File: config.mk
export PLATFORM = sky130hd
export DESIGN_NAME = operand_select_stage_flat
export DESIGN_NICKNAME = d
export VERILOG_FILES = /design/src/rtl/operand_select_stage_if.sv /design/src/rtl/operand_select_stage.sv /design/src/flat_wrapper.sv
export SDC_FILE = /design/constraint.sdc
export NUM_CORES = 1
export LEC_CHECK = 0
export BUFFER_PORTS_ARGS = -buffer_cell sky130_fd_sc_hd__buf_4
export CAP_MARGIN = 0
export CORE_AREA = 2 2 89 91
export DETAILED_ROUTE_END_ITERATION = 8
export DIE_AREA = 0 0 91 93
export PLACE_DENSITY = 0.74
export REMOVE_ABC_BUFFERS = 1
export SLEW_MARGIN = 40
export SYNTH_ARGS = -nofsm -noshare
export SYNTH_HDL_FRONTEND = slang
export SYNTH_SLANG_ARGS = --single-unit
File: constraint.sdc
create_clock -name clk -period 1.5 [get_ports clk]
set_input_delay 0.225 -clock clk [delete_from_list [all_inputs] [get_ports clk]]
set_output_delay 0.225 -clock clk [all_outputs]
set_load 0.02 [all_outputs]
File: src/rtl/operand_select_stage_if.sv
// Operand select handshake bundle: request side (selects, sources)
// and response side (registered operand pair, status flags).
interface operand_select_stage_if #(
  parameter int WIDTH = 16,
  parameter int NSRC  = 4,
  parameter int SELW  = (NSRC > 1) ? $clog2(NSRC) : 1
);
  logic [NSRC*WIDTH-1:0] src_bus;
  logic [NSRC-1:0]       src_valid;
  logic [SELW-1:0]       asel;
  logic [SELW-1:0]       bsel;
  logic                  swap;
  logic                  in_valid;
  logic                  in_ready;
  logic [WIDTH-1:0]      ain;
  logic [WIDTH-1:0]      bin;
  logic                  out_valid;
  logic                  out_ready;
  logic                  sel_err;
  logic                  stall_timeout;

  modport master (
    output src_bus, src_valid, asel, bsel, swap,
    output in_valid, out_ready,
    input  in_ready, ain, bin, out_valid,
    input  sel_err, stall_timeout
  );

  modport slave (
    input  src_bus, src_valid, asel, bsel, swap,
    input  in_valid, out_ready,
    output in_ready, ain, bin, out_valid,
    output sel_err, stall_timeout
  );
endinterface

File: src/rtl/operand_select_stage.sv
// Registered A/B operand selector with valid/ready capture,
// source-valid stalling and a saturating stall counter.
module operand_select_stage #(
  parameter int WIDTH       = 16,
  parameter int NSRC        = 4,
  parameter int SELW        = (NSRC > 1) ? $clog2(NSRC) : 1,
  parameter int CNTW        = 8,
  parameter int STALL_LIMIT = 64
) (
  input logic clk,
  input logic rst_n,
  operand_select_stage_if.slave bus
);

  typedef enum logic {IDLE, STALL} state_t;

  localparam logic [CNTW-1:0] CMAX  = '1;
  localparam logic [CNTW-1:0] LIMIT = CNTW'(STALL_LIMIT);

  logic [WIDTH-1:0] aval, bval;
  logic             a_ok, b_ok;
  logic             a_bad, b_bad;
  logic             srcs_ok, space, accept, stall;

  logic [WIDTH-1:0] ain_q, bin_q;
  logic             ov_q, err_q;

  state_t           state_q, state_d;
  logic [CNTW-1:0]  stall_cnt, cnt_d;

  // Out-of-range selects read as an always-valid zero source.
  always_comb begin
    aval  = '0;
    bval  = '0;
    a_ok  = 1'b1;
    b_ok  = 1'b1;
    a_bad = 1'b1;
    b_bad = 1'b1;
    for (int k = 0; k < NSRC; k++) begin
      if (bus.asel == SELW'(k)) begin
        aval  = bus.src_bus[k*WIDTH +: WIDTH];
        a_ok  = bus.src_valid[k];
        a_bad = 1'b0;
      end
      if (bus.bsel == SELW'(k)) begin
        bval  = bus.src_bus[k*WIDTH +: WIDTH];
        b_ok  = bus.src_valid[k];
        b_bad = 1'b0;
      end
    end
  end

  assign srcs_ok = a_ok & b_ok;
  assign space   = ~ov_q | bus.out_ready;
  assign accept  = bus.in_valid & space & srcs_ok;
  assign stall   = bus.in_valid & space & ~srcs_ok;

  always_ff @(posedge clk or negedge rst_n) begin
    if (!rst_n) begin
      ain_q <= '0;
      bin_q <= '0;
      ov_q  <= 1'b0;
      err_q <= 1'b0;
    end else if (accept) begin
      ain_q <= bus.swap ? bval : aval;
      bin_q <= bus.swap ? aval : bval;
      ov_q  <= 1'b1;
      err_q <= a_bad | b_bad;
    end else if (bus.out_ready) begin
      ov_q  <= 1'b0;
    end
  end

  always_ff @(posedge clk or negedge rst_n) begin
    if (!rst_n) begin
      state_q   <= IDLE;
      stall_cnt <= '0;
    end else begin
      state_q   <= state_d;
      stall_cnt <= cnt_d;
    end
  end

  // Backpressure alone falls through to default and holds the count.
  always_comb begin
    state_d = state_q;
    cnt_d   = stall_cnt;
    unique case (1'b1)
      (!bus.in_valid || accept): begin
        state_d = IDLE;
        cnt_d   = '0;
      end
      stall: begin
        state_d = STALL;
        if (state_q == IDLE)
          cnt_d = CNTW'(1);
        else if (stall_cnt != CMAX)
          cnt_d = stall_cnt + 1'b1;
      end
      default: ;
    endcase
  end

  assign bus.in_ready      = space & srcs_ok;
  assign bus.ain           = ain_q;
  assign bus.bin           = bin_q;
  assign bus.out_valid     = ov_q;
  assign bus.sel_err       = err_q;
  assign bus.stall_timeout = stall_cnt >= LIMIT;

endmodule

File: src/flat_wrapper.sv
// flat-port wrapper written by rule: the top's interface ports become plain ports
module operand_select_stage_flat 
#(
  parameter int WIDTH       = 16,
  parameter int NSRC        = 4,
  parameter int SELW        = (NSRC > 1) ? $clog2(NSRC) : 1,
  parameter int CNTW        = 8,
  parameter int STALL_LIMIT = 64
)
  (clk, rst_n, bus_src_bus, bus_src_valid, bus_asel, bus_bsel, bus_swap, bus_in_valid, bus_out_ready, bus_in_ready, bus_ain, bus_bin, bus_out_valid, bus_sel_err, bus_stall_timeout);
  operand_select_stage_if #(.WIDTH(WIDTH), .NSRC(NSRC), .SELW(SELW)) bus_i ();
  input logic clk;
  input logic rst_n;
  input wire logic [$bits(bus_i.src_bus)-1:0] bus_src_bus;
  input wire logic [$bits(bus_i.src_valid)-1:0] bus_src_valid;
  input wire logic [$bits(bus_i.asel)-1:0] bus_asel;
  input wire logic [$bits(bus_i.bsel)-1:0] bus_bsel;
  input wire logic [$bits(bus_i.swap)-1:0] bus_swap;
  input wire logic [$bits(bus_i.in_valid)-1:0] bus_in_valid;
  input wire logic [$bits(bus_i.out_ready)-1:0] bus_out_ready;
  output wire logic [$bits(bus_i.in_ready)-1:0] bus_in_ready;
  output wire logic [$bits(bus_i.ain)-1:0] bus_ain;
  output wire logic [$bits(bus_i.bin)-1:0] bus_bin;
  output wire logic [$bits(bus_i.out_valid)-1:0] bus_out_valid;
  output wire logic [$bits(bus_i.sel_err)-1:0] bus_sel_err;
  output wire logic [$bits(bus_i.stall_timeout)-1:0] bus_stall_timeout;
  assign bus_i.src_bus = bus_src_bus;
  assign bus_i.src_valid = bus_src_valid;
  assign bus_i.asel = bus_asel;
  assign bus_i.bsel = bus_bsel;
  assign bus_i.swap = bus_swap;
  assign bus_i.in_valid = bus_in_valid;
  assign bus_i.out_ready = bus_out_ready;
  assign bus_in_ready = bus_i.in_ready;
  assign bus_ain = bus_i.ain;
  assign bus_bin = bus_i.bin;
  assign bus_out_valid = bus_i.out_valid;
  assign bus_sel_err = bus_i.sel_err;
  assign bus_stall_timeout = bus_i.stall_timeout;
  operand_select_stage #(.WIDTH(WIDTH), .NSRC(NSRC), .SELW(SELW), .CNTW(CNTW), .STALL_LIMIT(STALL_LIMIT)) u_core (.clk(clk), .rst_n(rst_n), .bus(bus_i));
endmodule
# --- Yosys cells after proc, flatten, opt, wreduce, memory -nomap -nowiden ---
# Index checks and enable logic that the tools add are counted.
classes:
  addsub: 1
  magnitude_cmp: 1
  n_eq_ne: 8
  muxes: 32
  n_bitwise: 9
  reduce_logical: 7
ops:
  columns: ["cell", "n"]
  rows:
  - ["two-way mux 16 bit", 10]
  - ["two-way mux 1 bit", 18]
  - ["two-way mux 8 bit", 2]
  - ["case mux 8 bit (2 select lines)", 1]
  - ["adder 8 x 1 -> 8 bit, second input constant", 1]
  - ["== test 2 bit, second input constant", 4]
  - [">= comparator 8 x 7 -> 1 bit, second input constant", 1]
  - ["inequality test 8 bit, second input constant", 1]
  - ["bitwise AND 1 bit", 5]
  - ["== test 2 x 1 -> 1 bit, second input constant", 2]
  - ["zero test 2 bit", 2]
  - ["nonzero test 2 bit", 2]
  - ["inequality test 3 bit, second input constant", 1]
  - ["inverter 1 bit", 2]
  - ["bitwise OR 1 bit", 2]
  - ["case mux 1 bit (2 select lines)", 1]
  - ["AND reduction 2 bit", 1]
  - ["zero test 1 bit", 1]
  - ["logical OR 1 bit", 1]
word_totals:
  regBits: 43
  inputBits: 77
  out_inout_bits: 36
  wordCells: 64

# --- Longest topological paths before layout ---
depth:
  depth_word: 10
  depth_mapped: 7
  ltp_nobuf: 6

# --- Worst setup path before layout ---
# Ideal clock, no wire load.
synth_timing:
  path_kind: "input-to-reg"
  start: "in bus_bsel[1]"
  end: "reg u_core.bin_q[10], in the netlist u_core.bus.bin[10]"
  arrival_time_ns: 1.584
  t_required_ns: 1.375
  setup_slack_ns: -0.209
  path_stages: 7
  cell_sequence: "buf_4 -> a22oi_1 -> o22ai_2 -> or2_4 -> nor2_8 -> buf_8 -> mux2_4"
synth_via:
  elab_chain_cells: 7
  elab_cells_between_ends: 15
synth_lines:
  columns: ["item", "line", "rtl"]
  rows:
  - ["start: declaration", "flat_wrapper.sv:17", "input wire logic [$bits(bus_i.bsel)-1:0] bus_bsel;"]
  - ["zero test 2 bit", "operand_select_stage.sv:45", "if (bus.bsel == SELW'(k)) begin"]
  - ["two-way mux 1 bit (4 in series)", "operand_select_stage.sv:45", null]
  - ["bitwise AND 1 bit", "operand_select_stage.sv:53", "assign srcs_ok = a_ok & b_ok;"]
  - ["bitwise AND 1 bit", "operand_select_stage.sv:55", "assign accept = bus.in_valid & space & srcs_ok;"]
  - ["end signal: assignment", "operand_select_stage.sv:66", "bin_q <= bus.swap ? aval : bval;"]
  - ["end: declaration", "operand_select_stage.sv:25", "logic [WIDTH-1:0] ain_q, bin_q;"]
# Parallel ways exist; a longest one is shown, timed or not.
# A chain may end at the register's enable or synchronous reset.

# --- Worst setup path after layout ---
layout_timing:
  start: "in bus_bsel[0]"
  end: "reg u_core.ain_q[6], in the netlist u_core.bus.ain[6]"
layout_via:
  elab_chain_cells: 7
  elab_cells_between_ends: 15
layout_lines:
  columns: ["item", "line", "rtl"]
  rows:
  - ["zero test 2 bit", "operand_select_stage.sv:45", null]
  - ["two-way mux 1 bit (4 in series)", "operand_select_stage.sv:45", null]
  - ["bitwise AND 1 bit", "operand_select_stage.sv:53", null]
  - ["bitwise AND 1 bit", "operand_select_stage.sv:55", null]
  - ["end signal: assignment", "operand_select_stage.sv:65", "ain_q <= bus.swap ? bval : aval;"]
  - ["end: declaration", "operand_select_stage.sv:25", null]
# Parallel ways exist; a longest one is shown, timed or not.

==> results.sh <==
export IMPL_multi_input_area_um2=2110
export IMPL_hp_class="in2reg"
export IMPL_diodes=0
export IMPL_hold_depth=2
export IMPL_fp_row_count=32
export IMPL_r2r_setup_slack_ns=0.03
export IMPL_muxShareOfSynthArea_pct=51.2
export IMPL_core_um2=7530
export IMPL_finalNonFillerCells=458
export IMPL_final_core_util_pct=61.8
export IMPL_grt_use_total_pct=19.9
export IMPL_synth_compound_area_share_pct=5.04
export IMPL_reg2reg_to="u_core.bus.ain[6]"
export IMPL_cell_internal_pwr_mw=3.29
export IMPL_path_cells="buf_12 -> or3b_4 -> o211ai_2 -> or2_4 -> buf_6 -> nor2_8 -> buf_8 -> mux2_4"
export IMPL_grt_pass1_vias=2635
export IMPL_rsz0062_at_grt="true"
export IMPL_period_needed_ns=1.51
export IMPL_yosysMostFrequentCell="dfrtp_1"
export IMPL_cap_violations=0
export IMPL_antenna_left=0
export IMPL_nets=433
export IMPL_p_leak_nw=2.17
export IMPL_setup_ws_ns=-0.0146
export IMPL_cts_buffers=5
export IMPL_start_util_pct=43.8
export IMPL_cp_start_kind="primary input"
export IMPL_cp_slowest_stage_delay_ns=0.31
export IMPL_worst_path_max_delay_cell="mux2_4"
export IMPL_drc_errors=0
export IMPL_synth_flop_cell="dfrtp_1"
export IMPL_cts_tree="done"
export IMPL_clk_pin_slew_ns=0.09
export IMPL_antenna_found_initial=0
export IMPL_finClkSkew_ns=0.00539
export IMPL_num_io_pins=113
export IMPL_insertion_delay_ns=0.30
export IMPL_cp_data_arrival_time_ns=1.70
export IMPL_synth_top_family_by_area="multiplexers"
export IMPL_outcome="finished, violations left"
export IMPL_power_switching_share_pct=32.6
export IMPL_synth_edf_count=0
export IMPL_critical_path_required_ns=1.69
export IMPL_syn_area_um2=3300
export IMPL_yosys_area_share_simple_pct=6.07
export IMPL_syn_area_per_cell_um2=15.1
export IMPL_holdPathEnd="u_core.state_q"
export IMPL_die_w_um=91
export IMPL_syn_to_final_growth_pct=41.0
export IMPL_vias_per_cell=5.56
export IMPL_fillers=593
export IMPL_combPwrFrac_pct=45.9
export IMPL_clkPwrFrac_pct=18.9
export IMPL_pre_cts_ws_ns=-0.307
export IMPL_dieArea_um2=8460
export IMPL_r2r_cells=5
export IMPL_async_flop_share_pct=100
export IMPL_wl_per_cell_um=18.7
export IMPL_cpLargestDelayFamily="simple AND/OR/NAND/NOR gates"
export IMPL_htree_levels=2
export IMPL_synth_top_cell_area_share_pct=32.6
export IMPL_ys_ff_latch=43
export IMPL_grt_overflow_total=0
export IMPL_grt_pass1_wl_um=13000
export IMPL_dp_hpwl_um=6140
export IMPL_io_buffers=112
export IMPL_syn_inst=218
export IMPL_grt_max_degree=44
export IMPL_final_setup_tns_ns=-0.110
export IMPL_seq_power_share_pct=35.2
export IMPL_power_density_nw_per_um2=1050
export IMPL_cts_sinks=43
export IMPL_finalSetupViolations=17
export IMPL_post_route_period_util_pct=101
export IMPL_place_gp_congestion=0.772
export IMPL_routed_wl_um=8590
export IMPL_timing_final_hold_violations=0
export IMPL_synthTopCellsByArea="dfrtp_1, mux4_1, mux2_4"
export IMPL_final_max_slew_violation_count=0
export IMPL_slew_headroom_pct=62.3
export IMPL_cp_num_buf_inv=3
export IMPL_p_switching_mw=1.59
export IMPL_dr_pass1_iters=4
export IMPL_yosysTopAreaCell="dfrtp_1"
export IMPL_synth_adder_area_share_pct=0.379
export IMPL_die_y_um=93
export IMPL_ys_warn_count=0
export IMPL_crit_type="in2reg"
export IMPL_vias=2548
export IMPL_max_freq_mhz=660
export IMPL_cp_end_kind="register"
export IMPL_ff_latch_area_um2=1080
export IMPL_worst_pin_slew_ns=0.565
export IMPL_synth_commonest_cells="dfrtp_1, mux2_2, mux4_1"
export IMPL_synth_xor_area_share_pct=0
export IMPL_seq_area_frac_synth_pct=32.6
export IMPL_cts_buffer_depth=2
export IMPL_worstHoldStart="bus_in_valid"
export IMPL_worstPathMaxFanout=9
export IMPL_peakVddDrop_v=0.000825
export IMPL_dp_cells=436
export IMPL_drt_iter0_drc=102
export IMPL_clockRootBuffer="clkbuf_8"
export IMPL_drive_above_1_share_pct=65.2
export IMPL_violations="setup timing"
export IMPL_r2r_start="u_core.bus.out_valid"
export IMPL_synth_cell_types=38
-- through the flow --
stage          hold WS (ns)  instance area [um2]  power (mW)
2_1_floorplan       -0.0706                 3150        2.90
3_3_place_gp          0.255                 4320        3.84
3_5_place_dp          0.265                 4320        3.88
4_1_cts               0.217                 4580        4.90
5_1_grt               0.228                 4650        5.11
6_report              0.224                 4650        4.88
-- cells by family after synthesis --
kind of cell	Yosys count
AND/OR/NAND/NOR	34
flip-flops	43
AO/OA/AOI/OAI	25
buffers and inverters	17
adder cells (fa/ha/maj)	1
multiplexers	98
-- worst reg2reg max path: stages, from the launching register on --
cell and delay, ns:
dfrtp_1 0.41, nand2b_1 0.13, nand2_2 0.13, nor2_8 0.21
buf_8 0.18, mux2_4 0.31
-- layer usage --
layer  routed length (um)  track usage [%]
met2                 4460             35.1
met3                  349             3.71
met4                  208             6.44
met1                 3570             24.7
met5                    0                0
-- timing repair --
action | in CTS | in global routing
gates cloned | 1 | 0
gates resized for setup | 18 | 7
hold buffers | 1 | 0
endpoints found under the hold margin | 43 | 0
setup endpoints to repair | 10 | 37
buffers inserted | 6 | 6
pin swaps | 6 | 4
-- cell usage in the layout (no fill, tap or decap), types with 5 or more instances in the layout --
cell type,instances
a21oi_1,6
buf_12,6
buf_4,132
clkbuf_8,5
dfrtp_1,43
mux2_2,32
mux2_4,34
mux4_1,31
nand2_1,10
nor2_1,5
o21ai_0,5
-- sequential cells by signal, indices dropped and copies added, names as in the netlist --
signal,count
u_core.bus.out_valid,1
u_core.stall_cnt,8
u_core.bus.ain,16
u_core.bus.sel_err,1
u_core.state_q,1
u_core.bus.bin,16
-- area by class of cell --
type,count,share of cell area (%)
repair buffers,146,26.3
well taps,102,2.74
clock inverters,3,0.941
clock buffers,5,1.48
inverters,1,0.0807
flip-flops and latches,43,23.1
multi-input cells,158,45.3
-- power groups by stage --
stage | clock network [mW] | logic (mW) | registers (mW)
floorplan | 0 | 0.823 | 2.08
global placement | 0 | 2.11 | 1.73
detailed placement | 0 | 2.16 | 1.72
CTS | 0.947 | 2.24 | 1.72
global route | 0.988 | 2.37 | 1.75
finish | 0.924 | 2.24 | 1.72
-- worst max path at each step --
stage	startpoint	to	slack (ns)	cells past startpoint
6_report	bus_bsel[0]	u_core.bus.ain[6]	-0.01	8
5_1_grt	bus_bsel[0]	bus_in_ready	-0.06	7
4_1_cts	bus_bsel[1]	bus_in_ready	-0.02	7
3_5_place_dp	bus_bsel[0]	u_core.bus.bin[12]	-0.31	5
3_3_place_gp	bus_bsel[0]	u_core.bus.bin[10]	-0.27	7
2_1_floorplan	bus_asel[0]	u_core.bus.ain[0]	-0.31	5
Note: power is estimated with default switching activity, not from simulation.
